**config.mk**
```make
export PLATFORM = sky130hd
export DESIGN_NAME = file_loader
export DESIGN_NICKNAME = d
export VERILOG_FILES = /design/src/rtl/file_loader_pkg.sv /design/src/rtl/file_loader_fifo.sv /design/src/rtl/file_loader.sv
export SDC_FILE = /design/constraint.sdc
export NUM_CORES = 1
export LEC_CHECK = 0
export ABC_AREA = 1
export BUFFER_PORTS_ARGS = -buffer_cell sky130_fd_sc_hd__buf_2
export CAP_MARGIN = 40
export CORE_ASPECT_RATIO = 0.5
export CORE_MARGIN = 2
export CORE_UTILIZATION = 50
export CTS_BUF_LIST = sky130_fd_sc_hd__clkbuf_4 sky130_fd_sc_hd__clkbuf_8
export CTS_CLUSTER_SIZE = 14
export DETAILED_ROUTE_END_ITERATION = 8
export PLACE_DENSITY = 0.67
export RECOVER_POWER = 50
export SYNTH_ARGS = -nofsm -noshare
export SYNTH_HDL_FRONTEND = slang
export SYNTH_SLANG_ARGS = --single-unit
```
**constraint.sdc**
```tcl
create_clock -name clk -period 3.58 [get_ports clk]
set_input_delay 0.179 -clock clk [delete_from_list [all_inputs] [get_ports clk]]
set_output_delay 0.179 -clock clk [all_outputs]
set_load 0.01 [all_outputs]
```
**src/rtl/file_loader_pkg.sv**
```systemverilog
// rtl/file_loader_pkg.sv - command codes and download state encoding for the file loader
package file_loader_pkg;

  localparam logic [7:0] UIO_FILE_TX     = 8'h53;
  localparam logic [7:0] UIO_FILE_TX_DAT = 8'h54;
  localparam logic [7:0] UIO_FILE_INDEX  = 8'h55;
  localparam logic [7:0] JMP_OPCODE      = 8'hC3;

  typedef enum logic [1:0] {
    DL_IDLE,
    DL_HDR_HI,
    DL_HDR_LO,
    DL_PAYLOAD
  } dl_state_t;

endpackage

```
**src/rtl/file_loader_fifo.sv**
```systemverilog
// rtl/file_loader_fifo.sv - show-ahead synchronous FIFO holding pending {addr,data} writes
module file_loader_fifo #(
  parameter int W     = 33,
  parameter int DEPTH = 4
) (
  input  logic                       clk,
  input  logic                       reset,
  input  logic                       flush,
  input  logic                       push,
  input  logic [W-1:0]               push_data,
  input  logic                       pop,
  output logic [W-1:0]               head,
  output logic                       full,
  output logic                       empty,
  output logic [$clog2(DEPTH):0]     count
);

  localparam int PW = $clog2(DEPTH);

  logic [W-1:0] mem [DEPTH];
  logic [PW:0]  wp;
  logic [PW:0]  rp;

  // Extra pointer bit distinguishes full from empty when the indices match.
  assign count = wp - rp;
  assign empty = (wp == rp);
  assign full  = (wp[PW] != rp[PW]) && (wp[PW-1:0] == rp[PW-1:0]);
  assign head  = mem[rp[PW-1:0]];

  always_ff @(posedge clk) begin
    if (reset || flush) begin
      wp <= '0;
      rp <= '0;
    end else begin
      if (push && !full) wp <= wp + 1'b1;
      if (pop && !empty) rp <= rp + 1'b1;
    end
  end

  always_ff @(posedge clk) begin
    if (push && !full) mem[wp[PW-1:0]] <= push_data;
  end

endmodule

```
**src/rtl/file_loader.sv**
```systemverilog
// rtl/file_loader.sv - SPI-fed file download engine writing payload bytes into RAM via a FIFO
module file_loader
  import file_loader_pkg::*;
#(
  parameter int                      AW          = 25,
  parameter int                      FIFO_DEPTH  = 4,
  parameter int                      NREGION     = 4,
  parameter logic [NREGION*AW-1:0]   REGION_BASE = {25'h0FFFFF, 25'h100000, 25'h100000, 25'h200000},
  parameter logic [NREGION-1:0]      HDR_MASK    = 4'b0110
) (
  input  logic          clk,
  input  logic          reset,
  input  logic          sck,
  input  logic          ss,
  input  logic          sdi,
  output logic          downloading,
  output logic [4:0]    index,
  output logic [AW-1:0] size,
  output logic          overflow,
  output logic          wr,
  input  logic          ack,
  output logic [AW-1:0] a,
  output logic [7:0]    d
);

  localparam int W  = AW + 8;
  localparam int CW = $clog2(FIFO_DEPTH) + 1;
  localparam int IW = (NREGION > 1) ? $clog2(NREGION) : 1;

  logic sck_meta, sck_s, sck_d, ss_meta, ss_s, sdi_meta, sdi_s;
  logic sck_rise;

  always_ff @(posedge clk) begin
    if (reset) begin
      {sck_meta, sck_s, sck_d} <= '0;
      {ss_meta, ss_s}          <= '0;
      {sdi_meta, sdi_s}        <= '0;
    end else begin
      {sck_meta, sck_s, sck_d} <= {sck, sck_meta, sck_s};
      {ss_meta, ss_s}          <= {ss, ss_meta};
      {sdi_meta, sdi_s}        <= {sdi, sdi_meta};
    end
  end

  assign sck_rise = sck_s & ~sck_d;

  logic [2:0] bit_cnt;
  logic [6:0] sr;
  logic       seen_ss, first, byte_done, rx_is_cmd;
  logic [7:0] rx_byte;

  // Bits are ignored until ss has been seen high, so a frame cut by reset is never half-decoded.
  always_ff @(posedge clk) begin
    if (reset) begin
      bit_cnt   <= '0;
      sr        <= '0;
      seen_ss   <= 1'b0;
      first     <= 1'b1;
      byte_done <= 1'b0;
      rx_is_cmd <= 1'b0;
      rx_byte   <= '0;
    end else begin
      byte_done <= 1'b0;
      if (ss_s) begin
        seen_ss <= 1'b1;
        first   <= 1'b1;
        bit_cnt <= '0;
      end else if (seen_ss && sck_rise) begin
        sr      <= {sr[5:0], sdi_s};
        bit_cnt <= bit_cnt + 3'd1;
        if (bit_cnt == 3'd7) begin
          byte_done <= 1'b1;
          rx_byte   <= {sr, sdi_s};
          rx_is_cmd <= first;
          first     <= 1'b0;
        end
      end
    end
  end

  logic [7:0]    cmd;
  logic [4:0]    new_index;
  logic [IW-1:0] sel;
  logic [AW-1:0] base;
  logic          hdr_sel;
  dl_state_t     state, state_next;
  logic          data_byte, start_dl, end_dl, dat_byte;

  assign data_byte = byte_done & ~rx_is_cmd;
  assign start_dl  = data_byte && (cmd == UIO_FILE_TX) && rx_byte[0];
  assign end_dl    = data_byte && (cmd == UIO_FILE_TX) && !rx_byte[0];
  assign dat_byte  = data_byte && (cmd == UIO_FILE_TX_DAT) && (state != DL_IDLE);

  // Indices past the last region all share the last region's base and mode.
  always_comb begin
    sel     = '0;
    base    = '0;
    hdr_sel = 1'b0;
    if ({27'd0, new_index} >= 32'(NREGION)) sel = IW'(NREGION - 1);
    else                                     sel = IW'(new_index);
    for (int i = 0; i < NREGION; i++) begin
      if (sel == IW'(i)) begin
        base    = REGION_BASE[i*AW +: AW];
        hdr_sel = HDR_MASK[i];
      end
    end
  end

  always_ff @(posedge clk) begin
    if (reset) state <= DL_IDLE;
    else       state <= state_next;
  end

  always_comb begin
    state_next = state;
    if (start_dl) begin
      state_next = hdr_sel ? DL_HDR_HI : DL_PAYLOAD;
    end else if (end_dl) begin
      state_next = DL_IDLE;
    end else if (dat_byte) begin
      case (state)
        DL_HDR_HI: state_next = DL_HDR_LO;
        DL_HDR_LO: state_next = DL_PAYLOAD;
        default:   state_next = state;
      endcase
    end
  end

  logic [AW-1:0] ptr;
  logic [7:0]    start_hi;
  logic          push_valid, pend_valid;
  logic [W-1:0]  push_data, pend_data;
  logic          fifo_full, fifo_empty, pop;
  logic [W-1:0]  head;
  logic [CW-1:0] count;

  // The second header entry waits one cycle in pend_* so both land on consecutive cycles.
  always_ff @(posedge clk) begin
    if (reset) begin
      cmd        <= '0;
      new_index  <= '0;
      index      <= '0;
      size       <= '0;
      overflow   <= 1'b0;
      ptr        <= '0;
      start_hi   <= '0;
      push_valid <= 1'b0;
      push_data  <= '0;
      pend_valid <= 1'b0;
      pend_data  <= '0;
    end else begin
      push_valid <= pend_valid;
      push_data  <= pend_data;
      pend_valid <= 1'b0;
      if (push_valid && fifo_full) overflow <= 1'b1;
      if (byte_done && rx_is_cmd) cmd <= rx_byte;
      if (data_byte && (cmd == UIO_FILE_INDEX)) new_index <= rx_byte[4:0];
      if (start_dl) begin
        index      <= new_index;
        size       <= '0;
        overflow   <= 1'b0;
        ptr        <= base;
        push_valid <= 1'b0;
        pend_valid <= 1'b0;
      end else if (dat_byte) begin
        case (state)
          DL_HDR_HI: begin
            push_valid <= 1'b1;
            push_data  <= {AW'(0), JMP_OPCODE};
            start_hi   <= rx_byte;
          end
          DL_HDR_LO: begin
            push_valid <= 1'b1;
            push_data  <= {AW'(1), rx_byte};
            pend_valid <= 1'b1;
            pend_data  <= {AW'(2), start_hi};
            ptr        <= AW'({start_hi, rx_byte});
          end
          default: begin
            push_valid <= 1'b1;
            push_data  <= {ptr, rx_byte};
            ptr        <= ptr + 1'b1;
            size       <= size + 1'b1;
          end
        endcase
      end
    end
  end

  file_loader_fifo #(
    .W     (W),
    .DEPTH (FIFO_DEPTH)
  ) u_fifo (
    .clk       (clk),
    .reset     (reset),
    .flush     (start_dl),
    .push      (push_valid),
    .push_data (push_data),
    .pop       (pop),
    .head      (head),
    .full      (fifo_full),
    .empty     (fifo_empty),
    .count     (count)
  );

  assign pop = wr & ack;

  // wr stays up across a pop only when another entry remains behind the popped one.
  always_ff @(posedge clk) begin
    if (reset) wr <= 1'b0;
    else       wr <= !start_dl && (count > {{(CW-1){1'b0}}, pop});
  end

  assign a           = wr ? head[W-1:8] : '0;
  assign d           = wr ? head[7:0]   : '0;
  assign downloading = (state != DL_IDLE) || !fifo_empty;

endmodule

```
# Word-level counts from Yosys, hierarchy flattened
# Memory sizes are Yosys's and may differ from the RTL's. A register that Yosys moved wholly into a read port is not among the register bits.
# Index checks and enable logic that the tools add are counted.
dict set report totals {
  wordCells 127
  latch_bits 0
  romBits 0
  regBits 159
  ramBits 132
  memories 1
  inputBits 6
  out_inout_bits 66
}
dict set report op_classes {
  multipliers 0
  reduce_logical 37
  bitwise_logic 10
  add_sub_neg 6
  n_shift 0
  order_cmp 2
  n_eq_ne 13
  div 0
  muxes 28
}
# memory words word_bits rd rd_clocked_by_memory_dff wr line_no
set memory_table {}
lappend memory_table {u_fifo.mem 4 33 1 1 1 file_loader_fifo.sv:20} ;# logic [W-1:0] mem [DEPTH];
# op count
set ops {}
lappend ops {{25-bit 2-to-1 mux} 6}
lappend ops {{33-bit one-hot mux with 2 select lines} 1}
lappend ops {{25-bit by 1-bit adder with 25-bit output, second input constant} 2}
lappend ops {{25-bit one-hot mux with 2 select lines} 1}
lappend ops {{8-bit by 7-bit equality test with 1-bit output, second input constant} 3}
lappend ops {{22-bit 2-to-1 mux} 1}
lappend ops {{10-bit 2-to-1 mux} 2}
lappend ops {{2-bit 2-to-1 mux} 7}
lappend ops {{1-bit logical AND} 13}
lappend ops {{2-bit AND reduction} 5}
lappend ops {{3-bit by 1-bit adder with 3-bit output, second input constant} 3}
lappend ops {{3-bit AND reduction} 3}
lappend ops {{1-bit 2-to-1 mux} 8}
lappend ops {{8-bit 2-to-1 mux} 1}
lappend ops {{1-bit NOT} 7}
lappend ops {{2-bit equality test, second input constant} 3}
lappend ops {{2-bit OR reduction} 3}
lappend ops {{3-bit OR reduction} 2}
lappend ops {{5-bit by 3-bit >= comparator with 1-bit output, second input constant} 1}
lappend ops {{2-bit by 1-bit equality test with 1-bit output, second input constant} 2}
lappend ops {{1-bit logical NOT} 4}
lappend ops {{2-bit one-hot mux with 2 select lines} 1}
lappend ops {{2-bit nonzero test} 2}
lappend ops {{4-bit nonzero test} 1}
lappend ops {{other kinds (11)} 14}

# Depth between registers and ports, before layout
# Gate-level depths: netlist (run 1).
dict set report depth {
  depth_word 8
  depth_mapped 10
  depth_no_buf 10
}

# By module
# From an unflattened synthesis (run 1), not the netlist that was laid out.
dict set report unflattened {
  hier_cells 1418
  area_unflattened_um2 12629.6
}
# mod area_per_inst_um2 cells_per_inst n_inst seq_area_each_um2
set modules_own_cells {}
lappend modules_own_cells {file_loader 7204.4 1024 1 3062.9}
lappend modules_own_cells {file_loader_fifo 5425.2 394 1 4124.0}

# Least setup slack after synthesis (run 1)
# No wires, ideal clock.
dict set report synth_path {
  kind {register to register}
  start {register u_fifo.wp[0]}
  end {memory u_fifo.mem[3][0] (enable)}
  arrival_time_ps 2484
  synth_period_minus_slack_ps 2909
  n_path_buf 0
  required_time_ps 3155
  setup_ps 425
  path_stages_with_launch 6
  slack_ps 671
  path_cell_list {dfxtp_1 > inv_1 > ha_1 > nand3_1 > nand2_1 > nor2_1}
}
dict set report synth_between {
  elab_chain_cells 6
}
# item line_no
set synth_lines {}
lappend synth_lines {{start: declaration} file_loader_fifo.sv:21} ;# logic [PW:0] wp;
lappend synth_lines {{start signal: assignment} file_loader_fifo.sv:35} ;# if (push && !full) wp <= wp + 1'b1;
lappend synth_lines {{2-bit equality test} file_loader_fifo.sv:27} ;# assign full = (wp[PW] != rp[PW]) && (wp[PW-1:0] == rp[PW-1:0]);
lappend synth_lines {{1-bit logical AND} file_loader_fifo.sv:27}
lappend synth_lines {{1-bit logical NOT} file_loader_fifo.sv:41} ;# if (push && !full) mem[wp[PW-1:0]] <= push_data;
lappend synth_lines {{1-bit logical AND} file_loader_fifo.sv:41}
lappend synth_lines {{1-bit 2-to-1 mux} file_loader_fifo.sv:41}
lappend synth_lines {{1-bit 2-to-1 mux (implied by the code)} file_loader_fifo.sv:41}
lappend synth_lines {{end: declaration} file_loader_fifo.sv:20}
# Several ways; a longest one is shown, not always the timed one.

# Worst setup path after layout (run 1)
dict set report layout_path {
  start {register rx_is_cmd}
  end {register push_data[20]}
}
dict set report layout_between {
  elab_chain_cells 6
  elab_cells_between_ends 8
  cone_classes {bitwise (3); reduce/logical (5)}
}
# item line_no
set layout_lines {}
lappend layout_lines {{start: declaration} file_loader.sv:49} ;# logic seen_ss, first, byte_done, rx_is_cmd;
lappend layout_lines {{start signal: assignment} file_loader.sv:74} ;# rx_is_cmd <= first;
lappend layout_lines {{1-bit NOT (*)} file_loader.sv:89} ;# assign data_byte = byte_done & ~rx_is_cmd;
lappend layout_lines {{1-bit AND (*)} file_loader.sv:89}
lappend layout_lines {{1-bit logical AND (2 in series)} file_loader.sv:92} ;# assign dat_byte = data_byte && (cmd == UIO_FILE_TX_DAT) && (state != DL_IDLE);
lappend layout_lines {{1-bit NOT (no line)} n/a}
lappend layout_lines {{3-bit OR reduction (no line) (*)} n/a}
lappend layout_lines {{end signal: assignment} file_loader.sv:153} ;# push_data <= pend_data;
lappend layout_lines {{end signal: assignment} file_loader.sv:169} ;# push_data <= {AW'(0), JMP_OPCODE};
lappend layout_lines {{end signal: assignment} file_loader.sv:174} ;# push_data <= {AW'(1), rx_byte};
lappend layout_lines {{end: declaration} file_loader.sv:132} ;# logic [W-1:0] push_data, pend_data;
# Mark *: on every way between the ends. The rest lies on a longest branch, timed or not.
# A chain may end at the register's enable or synchronous reset.

==> results of run 1 <==
-- routing by layer --
layer  vias to the layer above  track usage  part of all wire
met4                         0       0.0736             0.020
li1                       4965            -                 -
met5                         -            0                 0
met2                       307        0.364              0.44
met1                      4705        0.329              0.48
met3                        56       0.0449             0.063
-- power by group through the flow --
| stage | clock network, uW | registers, uW | logic (uW) |
|---|---|---|---|
| 5_1_grt | 2990 | 3470 | 62.5 |
| 2_1_floorplan | 0 | 3540 | 38.2 |
| 6_report | 2760 | 3470 | 55.9 |
| 3_3_place_gp | 0 | 3550 | 48.7 |
| 4_1_cts | 2820 | 3470 | 55.8 |
| 3_5_place_dp | 0 | 3550 | 53.1 |
-- worst max path at each step --
| stage | end | from | cells past startpoint | slack, ns |
|---|---|---|---|---|
| 2_1_floorplan | u_fifo.mem[3][0] | u_fifo.wp[0] | 5 | 0.67 |
| 3_3_place_gp | ptr[18] | state[0] | 8 | 1.35 |
| 3_5_place_dp | ptr[18] | state[0] | 8 | 1.16 |
| 4_1_cts | a[1] | flop | 7 | 1.04 |
| 5_1_grt | push_data[20] | rx_is_cmd | 8 | 0.48 |
| 6_report | push_data[20] | rx_is_cmd | 8 | 0.77 |
-- cells by family (layout without fill, tap and decap cells) --
family / Yosys count / after routing
AO/OA/AOI/OAI: 305 / 305
AND/OR/NAND/NOR: 644 / 644
flip-flops: 293 / 293
XOR/XNOR: 13 / 13
adder cells (fa/ha/maj): 18 / 18
buffers and inverters: 178 / 285
-- tightest hold or removal path, cell delays in order --
cell and delay, ns:
buf_2 0.10, nand2_1 0.06, inv_1 0.06, nand3_1 0.09, a21oi_1 0.08
-- sequential cells by signal, indices dropped and copies added, names as in the netlist, 2 cells and up, named ones only --
name	count
ptr	25
u_fifo.wp	3
cmd	8
u_fifo.mem	132
u_fifo.rp	3
index	5
sr	7
state	2
new_index	5
pend_data	9
push_data	33
bit_cnt	3
start_hi	8
size	25
rx_byte	8
-- cells in the mapped netlist --
| library cell | count |
|---|---|
| a211oi_1 | 10 |
| a21oi_1 | 135 |
| a22oi_1 | 2 |
| a2bb2oi_1 | 1 |
| a31oi_1 | 1 |
| and3_1 | 1 |
| buf_1 | 9 |
| buf_2 | 7 |
| buf_4 | 4 |
| buf_6 | 5 |
| buf_8 | 1 |
| clkbuf_1 | 29 |
| clkbuf_2 | 2 |
| dfxtp_1 | 161 |
| edfxtp_1 | 132 |
| fa_1 | 1 |
| ha_1 | 17 |
| inv_1 | 113 |
| inv_2 | 7 |
| inv_4 | 1 |
| nand2_1 | 243 |
| nand2_2 | 4 |
| nand3_1 | 59 |
| nand3_2 | 2 |
| nand3b_1 | 8 |
| nand4_1 | 9 |
| nand4_2 | 2 |
| nor2_1 | 283 |
| nor2_2 | 7 |
| nor2_4 | 4 |
| nor2_8 | 3 |
| nor3_1 | 15 |
| nor3_4 | 1 |
| o211ai_1 | 3 |
| o21a_1 | 2 |
| o21ai_0 | 149 |
| o22ai_1 | 2 |
| or2_0 | 2 |
| or2_2 | 1 |
| xnor2_1 | 4 |
| xor2_1 | 9 |
-- through the flow --
stage	utilization	hold WS, ns	std cells
after CTS	0.582	0.0163	1894
after detailed placement	0.544	0.389	1815
final	0.578	0.0623	1894
after global routing	0.578	0.0732	1894
after floorplan	-	0.286	1451
after global placement	0.541	0.383	1812
-- area by class of cell --
cell class,count,area [sq um],area share
Clock buffer,67,810,0.0576
Clock inverter,9,77.6,0.00552
Inverter,121,457,0.0325
Multi-Input combinational cell,980,4610,0.328
Sequential cell,293,7190,0.511
Tap cell,336,420,0.0299
Timing Repair Buffer,88,502,0.0357
==> flow_summary.toml, run 1 <==
[layout]
antenna-diode-count = 0
syn_to_final_growth_pct = 11.8
layout_commonest_cell = "nor2_1"
final_area_sq_um = 14100
mostFrequentLayoutCells = "nor2_1 (283), nand2_1 (243), dfxtp_1 (160), o21ai_0 (149), a21oi_1 (135)"
fillers = 2180
nets = 1550
drive_gt1_frac = 0.100

[power]
internal_power_uw = 5000
power_density_nw_per_um2 = 447
peakVddDrop_v = 0.000240
power_uw = 6290
p_leak_uw = 0.00509
p_comb_frac = 0.009
switchingPower_uw = 1290
seqPwrFrac = 0.552
clkPwrFrac = 0.439
netSwitchingFraction = 0.205

[cts]
clk_pin_slew_ns = 0.07
insertion_delay_ns = 0.57
cts_root_buffer = "clkbuf_8"
cts.sinks = 293
cts_tree = "done"
htreeDepth = 2
cts-resized-gates = 0
clk_path_buf_depth = 3
cts-hold-fix-buffers = 3
numCtsBuffers = 42
post_cts_buffers = 0

[run_status]
failed_checks = "max-capacitance violations, max-slew violations"
status = "complete, but fails checks"

[logic_synthesis]
synth.distinct_cells = 41
ys_seq_elements = 293
synth_xor_area_frac = 0.00905
synth_fa_ha_area_frac = 0.0185
yosys.area_share.simple = 0.216
syn_inst = 1451
synth_top_family_by_area = "simple AND/OR/NAND/NOR gates"
ys_top_cells_by_area = "edfxtp_1 (32%), dfxtp_1 (26%), nor2_1 (8.4%)"
ys_seq_area_frac = 0.571
syn_area_per_cell_sq_um = 8.67
synth_area_leader_cell = "edfxtp_1"
muxShareOfSynthArea = 0
syn_nets = 1475
synth_top_cell_area_share = 0.315
syn_area_sq_um = 12600
synth_compound_area_frac = 0.125
yosys_warnings = 0

[min_path]
worstHoldStart = "ack"
min_path_type = "input pin to flop"
hold_depth = 5
holdPathEnd = "u_fifo.rp[1]"

[route]
totalWireLength_mm = 30.2
dr.pass1.iters = 5
avgViaCountPerCell = 5.30
routed-via-count = 10000
antenna_left = 0
wl_per_cell_um = 16.0
drtIter0Drc = 949
drc = 0

[placed_design]
placed_area_sq_um = 13200
dp_slack_ns = 1.16
gp_congestion = 0.884
post-dp-hpwl_mm = 20.0
portBuffers = 71

[setup_path]
crit_required_ns = 4.00
r2r_end = "push_data[20]"
arrival_ns = 3.23
cp_num_buf_inv = 1
cp_slowest_cell = "nor2_1"
cpMostUsedCell = "nor2_1"
r2r_setup_slack_ns = 0.77
cp_top_family = "simple AND/OR/NAND/NOR gates"
start_kind = "flop"
r2r_cells = 8
r2r_start = "rx_is_cmd"
critPathMaxStageDelay_ns = 1.16
worstSetupEndpointType = "flop"
path_class = "flop to flop"
cp_cell_sequence = "inv_1 > nand2_2 > nor2_1 > nand3_1 > nor2_1 > nor2_8 > nand2_1 > nor2_1"
crit_fanout = 17

[floorplan]
rows = 40
num_io_pins = 72
die_area_sq_um = 26500
dieHeight_um = 116
initial_core_util = 0.517
core_area_sq_um = 24300
die_x_um = 228

[grt]
grt_pass1_wl_mm = 48.9
groute.usage.overall = 0.232
grt_pass1_vias = 9438
grt_max_degree = 67
antenna_found_initial = 0
overflow = 0

[sta]
fin_setup_tns_ns = 0
setup_viol = 0
drv_slew = 18
rsz0062_at_grt = "false"
fin_ws_ns = 0.765
min_period_over_period = 0.786
worst_pin_slew_ns = 1.51
skew_ns = 0.0205
hold_viol_final = 0
max_slew_margin = -0.0117
finalCriticalPeriod_ns = 2.81
max_freq_ghz = 0.355

[flow_run]
drv_cap = 1
Power figures use the tool's default switching activity.
==> run 2: changes to the inputs <==
==> constraint.sdc (replaced) <==
create_clock -name clk -period 2.9 [get_ports clk]
set_input_delay 0.145 -clock clk [delete_from_list [all_inputs] [get_ports clk]]
set_output_delay 0.145 -clock clk [all_outputs]
set_load 0.01 [all_outputs]
==> flow_summary.toml, run 2 (synthesis gave the netlist of run 1 again) <==
[sta]
max_freq_ghz = 0.406
setup_viol = 0
hold_viol_final = 0
min_period_over_period = 0.849
drv_slew = 0
max_slew_margin = 0.517
worst_pin_slew_ns = 0.724
finalCriticalPeriod_ns = 2.46
skew_ns = 0.0141
rsz0062_at_grt = "false"
holdWs_ns = 0.0448
fin_setup_tns_ns = 0

[grt]
groute.usage.overall = 0.226
grt_pass1_wl_mm = 47.6
antenna_found_initial = 0
overflow = 0
grt_pass1_vias = 9290
grt_max_degree = 67

[min_path]
min_path_type = "input pin to flop"

[cts]
cts.sinks = 293
htreeDepth = 2
clk_path_buf_depth = 3
post_cts_buffers = 0
clk_pin_slew_ns = 0.07
insertion_delay_ns = 0.56
cts_tree = "done"
cts_root_buffer = "clkbuf_8"
numCtsBuffers = 42

[layout]
antenna-diode-count = 0
mostFrequentLayoutCells = "nor2_1 (284), nand2_1 (243), dfxtp_1 (160), o21ai_0 (149), a21oi_1 (135)"
nets = 1552
syn_to_final_growth_pct = 11.3
layout_commonest_cell = "nor2_1"
final_area_sq_um = 14000
drive_gt1_frac = 0.0987
largest_register_ffs = 132

[setup_path]
r2r_start = "cmd[4]"
path_class = "flop to flop"
crit_fanout = 39
crit_start = "cmd[4]"
crit_required_ns = 3.28
arrival_ns = 2.84
r2r_cells = 7
r2r_setup_slack_ns = 0.44
worstSetupEndpointType = "flop"
start_kind = "flop"

[floorplan]
core_area_sq_um = 24300
initial_core_util = 0.517
die_x_um = 228
rows = 40
die_area_sq_um = 26500
num_io_pins = 72
dieHeight_um = 116

[route]
highest_layer = "met4"
dr.pass1.iters = 5
met2_length_mm = 13.1
wl_met1_mm = 14.5
routed-via-count = 9957
wl_per_cell_um = 15.8
drc = 0
drtIter0Drc = 730
routed-wl-met3_mm = 1.91
avgViaCountPerCell = 5.25
totalWireLength_mm = 29.9
antenna_left = 0

[placed_design]
portBuffers = 71
gp_congestion = 0.916
placed_area_sq_um = 13200
post-dp-hpwl_mm = 20.0

[run_status]
status = "completed"

[flow_run]
drv_cap = 0

[power]
power_density_nw_per_um2 = 552
peakVddDrop_v = 0.000322
power_uw = 7730
p_leak_uw = 0.00509
[run 2: cell count changes in the layout (fill, tap and decap cells not counted), sizes merged]
cell | before | now
clkinvlp | 1 | 0
clkinv | 5 | 12
clkbuf | 100 | 96
inv | 123 | 121
buf | 52 | 54
[run 2: worst max-delay path, stage by stage (launching register included)]
cell and delay [ns]:
dfxtp_1 0.35, nand2_1 0.07, nor2_1 0.28, nand3_1 0.32
nor2_8 0.32, nor2_2 0.19, inv_2 0.59, a21oi_1 0.16
[run 2: repair_timing]
action / 4_1_cts / 5_1_grt
hold buffers: 3 / 0
resized for setup: 0 / 0
endpoints found under the hold margin: 3 / 0
[run 2: worst min path at each step]
stage	startpoint	end	slack, ns	cells after the start
finish	ack	u_fifo.rp[1]	0.04	5
global route	ack	u_fifo.rp[1]	0.05	5
CTS	ack	u_fifo.rp[1]	0.006	5
detailed placement	ss	ss_meta	0.35	3
global placement	sck	sck_meta	0.35	3
floorplan	sck	sck_meta	0.25	2
[run 2: through the flow]
stage,utilization,instances,setup WS [ns]
2_1_floorplan,-,1451,0.00667
3_5_place_dp,0.542,1817,0.737
4_1_cts,0.580,1896,0.492
6_report,0.575,1896,0.438
5_1_grt,0.575,1896,0.195
3_3_place_gp,0.542,1817,0.818
[run 2: metal layers]
layer,GRT usage,vias up
li1,-,4965
met1,0.319,4670
met3,0.0408,42
met4,0.0706,0
met5,0,-
met2,0.358,280
[run 2: layout make-up]
cell class	count	area, sq um
sequential	293	7190
tap	336	420
clock buffer	63	792
multi-input combinational	980	4590
clock inverter	13	85.1
timing repair buffer	90	464
inverter	121	454
fill	2186	10300
[run 2: where the power goes]
group	switching [uW]	total [uW]	internal, uW
registers	3.45	4290	4280
clock network	1540	3380	1840
logic	45.1	62.0	16.9
==> run 3: changes to the inputs <==
==> constraint.sdc (replaced) <==
create_clock -name clk -period 2.4 [get_ports clk]
set_input_delay 0.12 -clock clk [delete_from_list [all_inputs] [get_ports clk]]
set_output_delay 0.12 -clock clk [all_outputs]
set_load 0.01 [all_outputs]
==> flow_summary.toml, run 3 (synthesis gave the netlist of run 1 again) <==
[run_status]
status = "completed"

[route]
routed-via-count = 9985
wl_per_cell_um = 15.5
antenna_left = 0
totalWireLength_mm = 29.5
avgViaCountPerCell = 5.24
drtIter0Drc = 696
drc = 0
dr.pass1.iters = 5

[cts]
cts.sinks = 293
insertion_delay_ns = 0.56
clk_pin_slew_ns = 0.07
clk_path_buf_depth = 3
htreeDepth = 2
cts_tree = "done"
numCtsBuffers = 42
cts_root_buffer = "clkbuf_8"

[power]
switchingPower_uw = 1940
p_leak_uw = 0.00515
internal_power_uw = 7350
netSwitchingFraction = 0.209
power_uw = 9280
power_density_nw_per_um2 = 656
clkPwrFrac = 0.433
p_comb_frac = 0.009
seqPwrFrac = 0.558
peakVddDrop_v = 0.000370

[sta]
min_period_over_period = 0.934
fin_ws_ns = 0.159
rsz0062_at_grt = "false"
max_freq_ghz = 0.446
finalCriticalPeriod_ns = 2.24
fin_setup_tns_ns = 0
skew_ns = 0.0128
max_slew_margin = 0.482
drv_slew = 0
worst_pin_slew_ns = 0.777
setup_viol = 0
hold_viol_final = 0

[floorplan]
num_io_pins = 72
die_x_um = 228
core_area_sq_um = 24300
initial_core_util = 0.517
die_area_sq_um = 26500
dieHeight_um = 116
rows = 40

[layout]
mostFrequentLayoutCells = "nor2_1 (282), nand2_1 (244), dfxtp_1 (160), o21ai_0 (149), a21oi_1 (135)"
syn_to_final_growth_pct = 12.5
drive_gt1_frac = 0.104
largest_register_ffs = 132
fillers = 2202
layout_commonest_cell = "nor2_1"
nets = 1561
antenna-diode-count = 0
seqCellArea_sq_um = 7190
final_area_sq_um = 14100
multi_input_area_sq_um = 4620

[placed_design]
post-dp-hpwl_mm = 20.0
gp_congestion = 0.869
dp_slack_ns = 0.344
portBuffers = 71
placed_area_sq_um = 13300

[setup_path]
start_kind = "flop"
cpMostUsedCell = "nor2_1"
crit_required_ns = 2.28
cp_cell_sequence = "buf_12 > nor2_1 > nor2_1 > o21ai_0 > a21oi_1 > buf_2"
path_class = "flop to output pin"
cp_slowest_cell = "dfxtp_2"
arrival_ns = 2.12
r2r_cells = 7
worstSetupEndpointType = "output pin"
critPathMaxStageDelay_ns = 0.51
r2r_setup_slack_ns = 0.16
crit_fanout = 57

[grt]
groute.usage.overall = 0.223
grt_max_degree = 58
antenna_found_initial = 1
overflow = 0
grt_pass1_wl_mm = 47.5
grt_pass1_vias = 9368

[min_path]
hold_depth = 4
min_path_type = "input pin to flop"

[flow_run]
drv_cap = 0
==> run 3: worst max-delay path, delay by kind of cell (launching register included) <==
| kind | cells | cell delay [ns] |
|---|---|---|
| flip-flops | 1 | 0.51 |
| buffers and inverters | 2 | 0.49 |
| AO/OA/AOI/OAI | 2 | 0.36 |
| AND/OR/NAND/NOR | 2 | 0.17 |
==> run 3: through the flow <==
stage / util / cells / hold WS [ns]
2_1_floorplan: - / 1451 / 0.227
3_3_place_gp: 0.547 / 1824 / 0.319
3_5_place_dp: 0.547 / 1824 / 0.327
4_1_cts: 0.585 / 1907 / 0.277
5_1_grt: 0.582 / 1907 / 0.310
6_report: 0.582 / 1907 / 0.300
==> run 3: repair_timing <==
item	4_1_cts	5_1_grt
endpoints found under the hold margin	10	0
buffers inserted	0	0
hold buffers	5	0
resized for setup	0	2
setup endpoints to repair	0	4
==> run 3: path summary, 6_finish.rpt <==
check,from,endpoint
max,flop,a[1]
min,sck,sck_meta
max reg2reg,state[0],push_data[19]
min reg2reg,sck_meta,sck_s
==> run 3: final cells by class <==
class | count | area share
clock buffer | 66 | 0.0567
clock inverter | 12 | 0.00495
inverter | 121 | 0.0324
multi-input combinational | 980 | 0.327
sequential | 293 | 0.508
tap | 336 | 0.0297
timing repair buffer | 99 | 0.0415
==> run 3: power groups by stage <==
| stage | clock [uW] | sequential (uW) | combinational (uW) |
|---|---|---|---|
| after floorplan | 0 | 5290 | 56.9 |
| after global placement | 0 | 5290 | 73.5 |
| after detailed placement | 0 | 5290 | 75.4 |
| after CTS | 4110 | 5180 | 81.7 |
| after global routing | 4320 | 5180 | 89.4 |
| final | 4020 | 5180 | 80.2 |
==> run 3: layer usage <==
layer	share of wire	global-route usage	vias to the layer above
li1	-	-	4990
met1	0.48	0.308	4660
met2	0.45	0.370	289
met3	0.061	0.0435	46
met4	0.013	0.0519	0
met5	0	0	-
